--- config.mk ---
export PLATFORM = sky130hd
export DESIGN_NAME = sync_fifo
export DESIGN_NICKNAME = d
export VERILOG_FILES = /design/src/rtl/fifo_pkg.sv /design/src/rtl/fifo_ram.sv /design/src/rtl/sync_fifo.sv
export SDC_FILE = /design/constraint.sdc
export NUM_CORES = 1
export LEC_CHECK = 0
export CAP_MARGIN = 20
export CELL_PAD_IN_SITES_DETAIL_PLACEMENT = 0
export CELL_PAD_IN_SITES_GLOBAL_PLACEMENT = 1
export CORE_MARGIN = 1
export CORE_UTILIZATION = 43
export DETAILED_ROUTE_END_ITERATION = 10
export PLACE_DENSITY = 0.77
export SYNTH_ARGS = -nofsm -noshare
export SYNTH_HDL_FRONTEND = slang
export SYNTH_SLANG_ARGS = --single-unit
--- constraint.sdc ---
create_clock -name CLK -period 7.77 [get_ports CLK]
set_clock_uncertainty 0.05 [all_clocks]
set_input_delay 1.9425 -clock CLK [delete_from_list [all_inputs] [get_ports CLK]]
set_output_delay 1.9425 -clock CLK [all_outputs]
set_load 0.005 [all_outputs]
--- src/rtl/fifo_pkg.sv ---
// Shared constants and helpers for the single-clock FIFO family.
// Holds the read-mode encodings and the threshold range check used at elaboration.
package fifo_pkg;

    localparam int FIFO_MODE_STD  = 0;
    localparam int FIFO_MODE_FWFT = 1;

    function automatic bit level_in_range(input int level, input int lo, input int hi);
        return (level >= lo) && (level <= hi);
    endfunction

    function automatic bit is_pow2(input int value);
        return (value >= 2) && ((value & (value - 1)) == 0);
    endfunction

endpackage

--- src/rtl/fifo_ram.sv ---
// Simple dual-port storage: synchronous write, asynchronous read address.
// Contents are not reset; occupancy tracking in the parent decides what is valid.
module fifo_ram #(
    parameter int DEPTH = 8,
    parameter int WIDTH = 16,
    parameter int PADDR = $clog2(DEPTH)
) (
    input  logic             clk_i,
    input  logic             we_i,
    input  logic [PADDR-1:0] waddr_i,
    input  logic [WIDTH-1:0] wdata_i,
    input  logic [PADDR-1:0] raddr_i,
    output logic [WIDTH-1:0] rdata_o
);

    logic [WIDTH-1:0] mem_q [DEPTH];

    always_ff @(posedge clk_i) begin
        if (we_i) begin
            mem_q[waddr_i] <= wdata_i;
        end
    end

    assign rdata_o = mem_q[raddr_i];

endmodule

--- src/rtl/sync_fifo.sv ---
// Single-clock FIFO with occupancy count, almost-full/empty thresholds and FWFT or registered read.
// Sticky overflow/underflow flags are built only when SYNC_FIFO_ERR_EN is defined; otherwise tied to 0.
module sync_fifo
    import fifo_pkg::*;
#(
    parameter int DEPTH    = 8,
    parameter int WIDTH    = 16,
    parameter int PADDR    = $clog2(DEPTH),
    parameter int AF_LEVEL = DEPTH - 1,
    parameter int AE_LEVEL = 1,
    parameter int FWFT     = 1
) (
    input  logic             CLK,
    input  logic             rst,
    input  logic             write_en,
    input  logic             read_en,
    input  logic [WIDTH-1:0] din,
    output logic [WIDTH-1:0] dout,
    output logic             full,
    output logic             empty,
    output logic             almost_full,
    output logic             almost_empty,
    output logic [PADDR:0]   count,
    output logic             overflow,
    output logic             underflow
);

    if (!is_pow2(DEPTH)) begin : g_bad_depth
        $error("sync_fifo: DEPTH must be a power of two and at least 2");
    end
    if (!level_in_range(AF_LEVEL, 1, DEPTH)) begin : g_bad_af
        $error("sync_fifo: AF_LEVEL out of range 1..DEPTH");
    end
    if (!level_in_range(AE_LEVEL, 0, DEPTH - 1)) begin : g_bad_ae
        $error("sync_fifo: AE_LEVEL out of range 0..DEPTH-1");
    end

    localparam logic [PADDR:0] DEPTH_C = (PADDR + 1)'(DEPTH);
    localparam logic [PADDR:0] AF_C    = (PADDR + 1)'(AF_LEVEL);
    localparam logic [PADDR:0] AE_C    = (PADDR + 1)'(AE_LEVEL);

    logic [PADDR:0]   wptr_q, wptr_d;
    logic [PADDR:0]   rptr_q, rptr_d;
    logic [PADDR:0]   count_q, count_d;
    logic             read_valid, write_valid;
    logic [WIDTH-1:0] ram_rdata;

    assign full         = (count_q == DEPTH_C);
    assign empty        = (count_q == '0);
    assign almost_full  = (count_q >= AF_C);
    assign almost_empty = (count_q <= AE_C);
    assign count        = count_q;

    // A full FIFO still takes a write when a read frees a slot in the same cycle.
    assign read_valid  = read_en && !empty;
    assign write_valid = write_en && (!full || read_valid);

    always_comb begin
        wptr_d  = wptr_q;
        rptr_d  = rptr_q;
        count_d = count_q;
        if (write_valid) begin
            wptr_d = wptr_q + 1'b1;
        end
        if (read_valid) begin
            rptr_d = rptr_q + 1'b1;
        end
        if (write_valid && !read_valid) begin
            count_d = count_q + 1'b1;
        end else if (read_valid && !write_valid) begin
            count_d = count_q - 1'b1;
        end
    end

    always_ff @(posedge CLK) begin
        if (rst) begin
            wptr_q  <= '0;
            rptr_q  <= '0;
            count_q <= '0;
        end else begin
            wptr_q  <= wptr_d;
            rptr_q  <= rptr_d;
            count_q <= count_d;
        end
    end

    fifo_ram #(
        .DEPTH (DEPTH),
        .WIDTH (WIDTH),
        .PADDR (PADDR)
    ) u_ram (
        .clk_i   (CLK),
        .we_i    (write_valid),
        .waddr_i (wptr_q[PADDR-1:0]),
        .wdata_i (din),
        .raddr_i (rptr_q[PADDR-1:0]),
        .rdata_o (ram_rdata)
    );

    if (FWFT == FIFO_MODE_FWFT) begin : g_fwft
        assign dout = empty ? '0 : ram_rdata;
    end else begin : g_std
        logic [WIDTH-1:0] dout_q, dout_d;

        always_comb begin
            dout_d = dout_q;
            if (read_valid) begin
                dout_d = ram_rdata;
            end
        end

        always_ff @(posedge CLK) begin
            if (rst) begin
                dout_q <= '0;
            end else begin
                dout_q <= dout_d;
            end
        end

        assign dout = dout_q;
    end

`ifdef SYNC_FIFO_ERR_EN
    logic overflow_q, overflow_d;
    logic underflow_q, underflow_d;

    always_comb begin
        overflow_d  = overflow_q | (write_en & ~write_valid);
        underflow_d = underflow_q | (read_en & empty);
    end

    always_ff @(posedge CLK) begin
        if (rst) begin
            overflow_q  <= 1'b0;
            underflow_q <= 1'b0;
        end else begin
            overflow_q  <= overflow_d;
            underflow_q <= underflow_d;
        end
    end

    assign overflow  = overflow_q;
    assign underflow = underflow_q;
`else
    assign overflow  = 1'b0;
    assign underflow = 1'b0;
`endif

endmodule

==> PnR_summary.wiki <==
{| class="wikitable"
! Metric !! Value
|-
| Number of hold violations in the final report || 0
|-
| Total global routing overflow || 0
|-
| Setup repair after global routing missed its margin || no
|-
| Number of instances resized during post-cts repair || 0
|-
| Initial DRC Count || 249
|-
| Pin count of the biggest net entering global routing || 33
|-
| Depth of the CTS H-tree || 4
|-
| Initial antenna violation count || 0
|-
| Wire length of the first global-routing pass || 15930 um
|-
| Post-synthesis to final-layout area growth || 21.02%
|-
| Worst slack at placement || 3146 ps
|-
| Portion of synthesized cell area occupied by the leading cell type || 69.36%
|-
| Top achievable clock speed || 0.1990 GHz
|-
| Shortest period the worst path allows || 5025 ps
|-
| Number of clock sinks || 141
|-
| Worst min path class || flop to flop
|-
| Buffers on Ports || 43
|-
| Count of distinct cell types in the synthesized netlist || 36
|-
| Result of the run || complete, no violations
|-
| Die H || 115.5 um
|-
| Width of the chip || 115.5 um
|-
| Remaining max-slew budget at the tightest pin || 38.05%
|-
| Data required, critical path || 5780 ps
|-
| Worst-skew pair later-pin latency || 410 ps
|-
| Die ar. || 13340 um2
|-
| Minimum setup slack in the final design || 2745 ps
|-
| Top-level I/O count || 46
|-
| Hold Slack || 479.2 ps
|-
| Final Net Count || 362
|-
| Standard cell core area || 12570 um2
|-
| Arrival time reported for the critical path endpoint || 3030 ps
|-
| Initial Utilization || 44.09%
|-
| Power Dens Cells || 317.1 nW/um2
|-
| Number of optimization iterations in the first detailed-route pass || 4
|-
| Maximum fanout along the worst path || 16
|-
| Placed wire-length estimate after detailed placement || 5897 um
|-
| Leading cell types by total area after synthesis || sky130_fd_sc_hd__edfxtp_1 (69%), sky130_fd_sc_hd__mux4_2 (13%), sky130_fd_sc_hd__dfxtp_1 (4.7%)
|-
| Kind of end point of the critical path || output port
|-
| Cell area after technology mapping || 5542 um2
|-
| Clock edge transition at the registers on the reported setup and hold paths || 50 ps
|-
| Final wirelength || 10250 um
|-
| Static power due to leakage || 2.202 nW
|-
| Yosys warnings || 0
|-
| Number of max-slew violations in the final report || 0
|-
| Worst IR drop on VDD || 0.1756 mV
|-
| Layout cell share with drive strength beyond 1 || 24.43%
|-
| Total setup buffers inserted after CTS || 0
|-
| Via count of the first global-routing pass || 2881
|-
| Via Count || 2772
|-
| Final worst-path cycle share || 64.68%
|-
| Number of antenna cells inserted || 0
|-
| Vias per cell || 5.331
|-
| Synth Register Bits || 141
|-
| Count of hold-fix buffers inserted at cts || 0
|-
| Share of synthesized area occupied by flip-flops and latches || 74.06%
|-
| Setup crit start kind || flop
|-
| Number of remaining DRC errors || 0
|-
| Reported max-cap violation count || 0
|-
| Average routed wire per standard cell || 19.71 um
|-
| ANT nets after route || 0
|-
| Yosys top cell by area || sky130_fd_sc_hd__edfxtp_1
|-
| Number of setup violations in the final report || 0
|-
| GP Congestion || 0.7286
|-
| Gate count after technology mapping || 276
|-
| Setup_tns || 0 ps
|-
| Worst Setup Path Type || flop to output port
|-
| TritonCTS clock tree || built
|-
| Number of buffers between clock root and the deepest sink || 2
|-
| Average instance area after synthesis || 20.08 um2
|-
| Number of cell rows || 41
|-
| Actual slew at the worst max-slew pin || 928.3 ps
|-
| Total CTS buffers || 17
|-
| Total Routing Usage GR || 17.18%
|-
| Clock tree root buffer cell || sky130_fd_sc_hd__clkbuf_16
|}
==> flip-flops by register name, indices dropped and copies added, names as in the netlist, named ones only <==
name and flops:
u_ram.mem_q 128, rptr_q 3, count 4, wptr_q 3
==> per-stage QoR <==
| step | instances | area (um2) | util (%) | power [W] |
|---|---|---|---|---|
| floorplan | 277 | 5545 | - | 0.001236 |
| global placement | 488 | 6201 | 49.34 | 0.001452 |
| detailed placement | 488 | 6201 | 49.34 | 0.001461 |
| CTS | 520 | 6706 | 53.36 | 0.002155 |
| global route | 520 | 6706 | 53.36 | 0.002228 |
| finish | 520 | 6706 | 53.36 | 0.002127 |
==> critical path, stage by stage (launching register included) <==
cell and delay (ps):
sky130_fd_sc_hd__dfxtp_1 450, sky130_fd_sc_hd__inv_1 100, sky130_fd_sc_hd__ha_1 240, sky130_fd_sc_hd__or3b_4 260
sky130_fd_sc_hd__inv_1 90, sky130_fd_sc_hd__nor2_2 710, sky130_fd_sc_hd__a22o_1 260, sky130_fd_sc_hd__clkdlybuf4s50_1 500
==> synth_stat cells <==
cell type / instances
sky130_fd_sc_hd__a21o_2: 1
sky130_fd_sc_hd__a21oi_1: 7
sky130_fd_sc_hd__a22o_1: 10
sky130_fd_sc_hd__a22o_2: 6
sky130_fd_sc_hd__and2_4: 1
sky130_fd_sc_hd__and3b_2: 1
sky130_fd_sc_hd__and4bb_2: 1
sky130_fd_sc_hd__buf_2: 4
sky130_fd_sc_hd__buf_4: 3
sky130_fd_sc_hd__buf_6: 2
sky130_fd_sc_hd__buf_8: 1
sky130_fd_sc_hd__clkbuf_1: 4
sky130_fd_sc_hd__conb_1: 1
sky130_fd_sc_hd__dfxtp_1: 13
sky130_fd_sc_hd__edfxtp_1: 128
sky130_fd_sc_hd__ha_1: 7
sky130_fd_sc_hd__inv_1: 6
sky130_fd_sc_hd__mux2_2: 2
sky130_fd_sc_hd__mux2i_1: 2
sky130_fd_sc_hd__mux4_2: 32
sky130_fd_sc_hd__nand2_1: 4
sky130_fd_sc_hd__nand2b_1: 3
sky130_fd_sc_hd__nand3_1: 4
sky130_fd_sc_hd__nand4_1: 1
sky130_fd_sc_hd__nand4bb_1: 1
sky130_fd_sc_hd__nor2_1: 9
sky130_fd_sc_hd__nor2b_1: 2
sky130_fd_sc_hd__nor3_1: 5
sky130_fd_sc_hd__nor4_1: 1
sky130_fd_sc_hd__o21ai_0: 6
sky130_fd_sc_hd__or3_1: 2
sky130_fd_sc_hd__or3_2: 1
sky130_fd_sc_hd__or3b_4: 1
sky130_fd_sc_hd__or4_1: 2
sky130_fd_sc_hd__xnor2_1: 1
sky130_fd_sc_hd__xor2_1: 1
==> cell families after synthesis <==
family / share of synthesized area [%]
fa+ha+maj: 1.580
flops: 74.06
xor+xnor: 0.3162
other cells: 0.06767
buf+inv: 2.122
mux: 13.77
simple gates: 4.087
compound gates: 3.996
==> per-layer routing <==
layer | vias to the layer above | GRT usage (%) | part of all wire [%]
met5 | - | 0 | 0
met4 | 0 | 8.571 | 1.6
met1 | 1435 | 21.46 | 44
li1 | 1251 | - | -
met2 | 72 | 27.43 | 49
met3 | 14 | 5.126 | 5.4
==> power breakdown <==
group | total, W | internal (W) | switching [W]
combinational | 0.000537 | 0.000310 | 0.000227
clock | 0.000690 | 0.000423 | 0.000267
sequential | 0.000900 | 0.000872 | 0.0000274
total | 0.00213 | 0.00161 | 0.000522
==> placed cells by master, fill, tap and decap left out, types with 6 or more instances in the layout <==
| cell | instances |
|---|---|
| sky130_fd_sc_hd__edfxtp_1 | 128 |
| sky130_fd_sc_hd__clkdlybuf4s50_1 | 43 |
| sky130_fd_sc_hd__a21oi_1 | 7 |
| sky130_fd_sc_hd__mux4_2 | 32 |
| sky130_fd_sc_hd__clkbuf_1 | 10 |
| sky130_fd_sc_hd__a22o_1 | 10 |
| sky130_fd_sc_hd__nor2_1 | 8 |
| sky130_fd_sc_hd__buf_4 | 10 |
| sky130_fd_sc_hd__clkbuf_16 | 17 |
| sky130_fd_sc_hd__inv_1 | 6 |
| sky130_fd_sc_hd__ha_1 | 7 |
| sky130_fd_sc_hd__o21ai_0 | 6 |
| sky130_fd_sc_hd__dfxtp_1 | 12 |
| sky130_fd_sc_hd__a22o_2 | 6 |
==> final timing paths <==
path	start	end	slack [ps]	depth (start not counted)
hold / removal	rptr_q[1]	rptr_q[1]	480	2
hold reg to reg	rptr_q[1]	rptr_q[1]	480	2
setup reg to reg	count[0]	count[3]	5130	9
setup / recovery	count[0]	dout[10]	2740	7
==> cell type report <==
| class | count | area, um2 |
|---|---|---|
| fill | 1003 | 5862 |
| sequential | 141 | 4105 |
| multi-input combinational | 116 | 1353 |
| timing repair buffer | 53 | 505.5 |
| clock buffer | 29 | 490.5 |
| tap | 172 | 215.2 |
| inverter | 6 | 22.52 |
| clock inverter | 3 | 15.01 |
No activity file was read; power rests on OpenSTA's default activity.
